<file path="config.mk">
export PLATFORM = sky130hd
export DESIGN_NAME = dual_opl_mixer
export DESIGN_NICKNAME = d
export VERILOG_FILES = /design/src/rtl/snd_mix_pkg.sv /design/src/rtl/sat_s16.sv /design/src/rtl/dual_opl_mixer.sv
export SDC_FILE = /design/constraint.sdc
export NUM_CORES = 1
export LEC_CHECK = 0
export CAP_MARGIN = 20
export CELL_PAD_IN_SITES_DETAIL_PLACEMENT = 0
export CELL_PAD_IN_SITES_GLOBAL_PLACEMENT = 1
export CORE_MARGIN = 2
export CORE_UTILIZATION = 40
export CTS_BUF_LIST = sky130_fd_sc_hd__clkbuf_8 sky130_fd_sc_hd__clkbuf_16
export CTS_CLUSTER_SIZE = 12
export DETAILED_ROUTE_END_ITERATION = 8
export GPL_TIMING_DRIVEN = 0
export PLACE_DENSITY = 0.76
export SLEW_MARGIN = 0
export SYNTH_ARGS = -nofsm -noshare
export SYNTH_HDL_FRONTEND = slang
export SYNTH_SLANG_ARGS = --single-unit
export TNS_END_PERCENT = 50
</file>
<file path="constraint.sdc">
create_clock -name clk -period 8.48 [get_ports clk]
set_clock_uncertainty 0.2 [all_clocks]
set_input_delay 1.696 -clock clk [delete_from_list [all_inputs] [get_ports clk]]
set_output_delay 1.696 -clock clk [all_outputs]
set_load 0.01 [all_outputs]
</file>
<file path="src/rtl/snd_mix_pkg.sv">
// snd_mix_pkg: shared state type, datapath widths and 16-bit saturation helper
// for the OPL sound mixing stages.
package snd_mix_pkg;
    typedef enum logic [2:0] {IDLE, MUL1, MUL2, SUM, FILT, OUT} mix_state_t;
    localparam int SND_W  = 16;
    localparam int GAIN_W = 8;
    localparam int PROD_W = 24;
    localparam int ACC_W  = 25;
    function automatic logic signed [SND_W-1:0] sat16(input logic signed [ACC_W-1:0] v);
        return v > ACC_W'(32767) ? 16'sh7fff : v < ACC_W'(-32768) ? 16'sh8000 : v[SND_W-1:0];
    endfunction
endpackage

</file>
<file path="src/rtl/sat_s16.sv">
// sat_s16: clamps an IN_W-bit signed value into the signed 16-bit range.
module sat_s16 #(
    parameter int IN_W = 20
) (
    input  logic signed [IN_W-1:0] din,
    output logic signed [15:0]     dout
);
    always_comb
        dout = din > IN_W'(32767) ? 16'sh7fff : din < IN_W'(-32768) ? 16'sh8000 : din[15:0];
endmodule

</file>
<file path="src/rtl/dual_opl_mixer.sv">
// dual_opl_mixer: per-chip gain, saturating sum and optional one-pole low-pass
// for two OPL outputs, sharing one multiplier across a small sequencer.
module dual_opl_mixer
    import snd_mix_pkg::*;
#(
    parameter int FILT_SHIFT = 2,
    parameter int GAIN_FRAC  = 5
) (
    input  logic                    clk,
    input  logic                    RESETn,
    input  logic signed [SND_W-1:0] snd1,
    input  logic signed [SND_W-1:0] snd2,
    input  logic                    sample,
    input  logic [GAIN_W-1:0]       gain1,
    input  logic [GAIN_W-1:0]       gain2,
    input  logic                    mute,
    input  logic                    filt_en,
    input  logic                    ovr_clr,
    output logic signed [SND_W-1:0] snd_out,
    output logic                    snd_valid,
    output logic                    overrun
);
    mix_state_t state, state_nx;
    logic sample_d, pending, smp_edge, busy, go, cap;
    logic signed [SND_W-1:0] s1, s2, x, y, sat_x, y_filt;
    logic [GAIN_W-1:0] g1, g2;
    logic signed [PROD_W-1:0] p, prod, mul_a, mul_b;
    logic signed [ACC_W-1:0] acc, mix;
    logic signed [SND_W:0] diff, y_step;

    assign smp_edge = sample & ~sample_d;
    assign busy     = state != IDLE;
    assign go       = smp_edge | pending;
    assign mul_a    = state == MUL1 ? PROD_W'(s1) : PROD_W'(s2);
    assign mul_b    = PROD_W'($signed({1'b0, state == MUL1 ? g1 : g2}));
    assign prod     = mul_a * mul_b;
    assign mix      = (acc + ACC_W'(p)) >>> GAIN_FRAC;
    // 17-bit difference keeps x - y exact; arithmetic shift floors toward -inf
    assign diff     = (SND_W+1)'(x) - (SND_W+1)'(y);
    assign y_step   = (SND_W+1)'(y) + (diff >>> FILT_SHIFT);
    assign y_filt   = sat16(ACC_W'(y_step));

    sat_s16 #(.IN_W(ACC_W)) u_sat (.din(mix), .dout(sat_x));

    always_ff @(posedge clk or negedge RESETn)
        if (!RESETn) state <= IDLE;
        else         state <= state_nx;

    always_comb
        state_nx = state == IDLE ? (go ? MUL1 : IDLE) :
                   state == MUL1 ? MUL2 :
                   state == MUL2 ? SUM  :
                   state == SUM  ? FILT :
                   state == FILT ? OUT  : IDLE;

    always_comb
        cap = state == IDLE && go;

    // one strobe may wait while busy; a second one while waiting is lost
    always_ff @(posedge clk or negedge RESETn)
        if (!RESETn) begin
            sample_d <= 1'b0;
            pending  <= 1'b0;
            overrun  <= 1'b0;
        end else begin
            sample_d <= sample;
            pending  <= busy ? (pending | smp_edge) : (pending & smp_edge);
            overrun  <= (smp_edge & busy & pending) | (overrun & ~ovr_clr);
        end

    always_ff @(posedge clk or negedge RESETn)
        if (!RESETn) begin
            s1 <= '0;
            s2 <= '0;
            g1 <= '0;
            g2 <= '0;
            p <= '0;
            acc <= '0;
            x <= '0;
            y <= '0;
            snd_out <= '0;
            snd_valid <= 1'b0;
        end else begin
            if (cap) begin
                s1 <= snd1;
                s2 <= snd2;
                g1 <= gain1;
                g2 <= gain2;
            end
            if (state == MUL1) p <= prod;
            if (state == MUL2) begin
                acc <= ACC_W'(p);
                p   <= prod;
            end
            if (state == SUM)  x <= mute ? '0 : sat_x;
            if (state == FILT) y <= filt_en ? y_filt : x;
            if (state == OUT)  snd_out <= y;
            snd_valid <= state == OUT;
        end
endmodule
</file>
==> flow_summary_export.csv <==
group,metric,value,unit
setup_path,worst-setup-path-type,"flop to flop",
clock_network,cts_setup_buffers,0,
global_route,grt_pass1_wl,48800,µm
timing,slew_violations,0,
clock_network,numCtsBuffers,17,
setup_path,endpoint_kind,"flop",
final_layout,n_antenna_cell,0,
synthesis,synth.area.top_cells,"dfrtp_1, fa_1, ha_1",
placement,port_buffers,70,
synthesis,synth.avg_cell_area,9.82,µm²
final_layout,final_nets,1688,
floorplanning,die_area,0.0343,mm²
setup_path,worstSetupStartpoint,"state[2]$_DFF_PN0_",
clock_network,ctsResizeCount,0,
clock_network,cts.htree.levels,4,
route,drt_wl_total,28700,µm
synthesis,yosysWarnings,0,
final_layout,stdcell_count,1885,
clock_network,root_buffer,"clkbuf_16",
timing,period_share,87.9,%
synthesis,synthArstFlopShare,100,%
clock_network,ctsHoldBuffers,0,
clock_network,cts_tree,"built",
synthesis,synth_top_area_share,28.7,%
final_layout,final_layout_size_suffix_gt1_share,13.0,%
setup_path,cp_data_arrival_time,7.54,ns
synthesis,synth_cells,1339,
synthesis,ys_seq_area_share,28.7,%
floorplanning,num_rows,66,
placement,place.gp.congestion,0.845,
floorplanning,die_h,185,µm
setup_path,path_delay_family,"adder cells",
route,wl_per_cell,15.2,µm
route,drt_first_pass_iters,4,
setup_path,crit_path_frequent_cell,"fa_1",
timing,tightest_slew,0.956,ns
setup_path,r2r_start,"state[2]$_DFF_PN0_",
synthesis,synth.net_count,1597,
global_route,grt_max_degree,99,
route,num_vias,9475,
clock_network,clk_pin_slew_worst_paths,0.07,ns
timing,hold_violations,0,
synthesis,synth_edf_count,0,
final_layout,layout_commonest_cell,"inv_1",
synthesis,yosysUniqueCellTypes,82,
setup_path,crit_buf_inv,6,
global_route,grt_pass1_vias,9879,
worst_hold_path,min_from,"snd_out[0]$_DFFE_PN0P_",
floorplanning,core,0.0325,mm²
route,antenna_left,0,
timing,maxSlewHeadroom,34.4,%
final_layout,final_cell_mix,"inv_1, dfrtp_1, nand2_1, nor2_1, ha_1",
status,status,"finished clean",
flow_run,max-cap-violations,0,
final_layout,area_delta_synth_final,14.6,%
timing,max_freq,134,MHz
worst_hold_path,hold_path_class,"flop to flop",
setup_path,cp_slowest_cell,"o41ai_1",
timing,period_minus_slack,7.45,ns
route,remaining_drc_errors,0,
setup_path,start_kind,"flop",
synthesis,ys_ff_latch,151,
global_route,grt_overflow,0,
setup_path,crit_fanout,10,
global_route,grt_use_total,17.9,%
setup_path,cp.required,8.57,ns
timing,setup_viol,0,
placement,dp_hpwl,23700,µm
setup_path,cp_cell_sequence,"clkbuf_1, nor3b_1, buf_4, buf_2, mux2i_1, clkbuf_1, nor2_1, fa_1, inv_1, fa_1, inv_1, fa_1, fa_1, ha_1, and4_1, o21ai_0, a21oi_1, o41ai_1, o21ai_0, xnor2_1, a21oi_1",
floorplanning,io_pins,72,
clock_network,clock_latency,0.43,ns
route,drt_iter0_drc,383,
setup_path,cp_slowest_stage_delay,0.79,ns
synthesis,yosys.area.top_type,"dfrtp_1",
floorplanning,start_util,40.5,%
timing,rsz0062_at_grt,"no",
synthesis,synth_flop_cell,"dfrtp_1",
clock_network,cts_num_sinks,151,
placement,dp_cells,1853,
clock_network,ctsLongestPathBuffers,2,
global_route,antenna_found_initial,0,
floorplanning,chipWidth,185,µm
synthesis,synth_area,0.0132,mm²
route,vias_per_cell,5.03,
## synthesized netlist by cell type, types with 25 or more instances
| master | count |
|---|---|
| nand2_1 | 140 |
| xor2_1 | 27 |
| ha_1 | 103 |
| nor2_1 | 112 |
| inv_1 | 169 |
| a21oi_1 | 47 |
| xnor2_1 | 29 |
| o21ai_0 | 54 |
| mux2_2 | 89 |
| clkbuf_1 | 26 |
| fa_1 | 101 |
| dfrtp_1 | 151 |
| mux2i_1 | 25 |
## worst register-to-register path, delay by kind of cell, from the launching register on
family	cells	cell delay, ns
AND/OR/NAND/NOR	3	0.88
buffers and inverters	6	1.26
adder cells (fa/ha/maj)	5	2.36
flip-flops	1	0.36
AO/OA/AOI/OAI	5	1.29
XOR/XNOR	1	0.19
multiplexers	1	0.78
## cells by family (layout without fill, tap and decap cells)
group                      count (synthesis)  in the layout  share of synthesized area, %
AOI/OAI and AO/OA                        239            239                          13.8
xor gates and xnor gates                  57             57                          3.85
adders and majority gates                205            205                          25.2
buffers and inverters                    212            316                          6.36
DFF                                      151            151                          28.7
muxes                                    115            115                          9.63
and+or+nand+nor                          360            360                          12.3
## registers in the layout, summed over array words and instances (netlist names)
| name | cells |
|---|---|
| acc | 24 |
| g1 | 8 |
| g2 | 8 |
| overrun | 1 |
| p | 24 |
| pending | 1 |
| s1 | 16 |
| s2 | 16 |
| sample_d | 1 |
| snd_out | 16 |
| snd_valid | 1 |
| state | 3 |
| x | 16 |
| y | 16 |
## final timing paths
kind	to	slack, ns	cells past startpoint
setup / recovery	p[18]$_DFFE_PN0P_	1.03	21
hold / removal	snd_out[0]$_DFFE_PN0P_	0.28	2
setup reg to reg	p[18]$_DFFE_PN0P_	1.03	21
hold reg to reg	snd_out[0]$_DFFE_PN0P_	0.28	2
max in group asynchronous	s1[13]$_DFFE_PN0P_	6.18	2
min in group asynchronous	snd_out[13]$_DFFE_PN0P_	1.01	1
## area by class of cell
type / count / area (µm²)
Buffer: 42 / 198
Clock buffer: 17 / 425
Clock inverter: 15 / 208
Fill cell: 3141 / 17400
Inverter: 170 / 638
Multi-Input combinational cell: 976 / 8540
Sequential cell: 151 / 3780
Tap cell: 442 / 553
Timing Repair Buffer: 72 / 737
## routing by layer
| metal | global-route usage, % | vias to the layer above | routed length (µm) |
|---|---|---|---|
| met2 | 32.9 | 128 | 14600 |
| li1 | - | 4740 | - |
| met1 | 22.1 | 4579 | 13000 |
| met4 | 4.32 | 0 | 510 |
| met5 | 0 | - | 0 |
| met3 | 2.56 | 28 | 606 |
## through the flow
stage | util [%] | hold slack, ns | setup WS, ns | area (µm²) | setup TNS [ns]
after floorplan | - | 0.262 | 2.47 | 13200 | 0
after global routing | 46.4 | 0.324 | 0.509 | 15100 | 0
final | 46.4 | 0.276 | 1.03 | 15100 | 0
after CTS | 46.4 | 0.284 | 0.898 | 15100 | 0
after detailed placement | 44.5 | 0.267 | 0.939 | 14400 | 0
after global placement | 44.4 | 0.265 | -0.722 | 14400 | -105.49
Power is not shown: default switching activity piles up to over one toggle a cycle in this logic, so the estimate is an artifact.
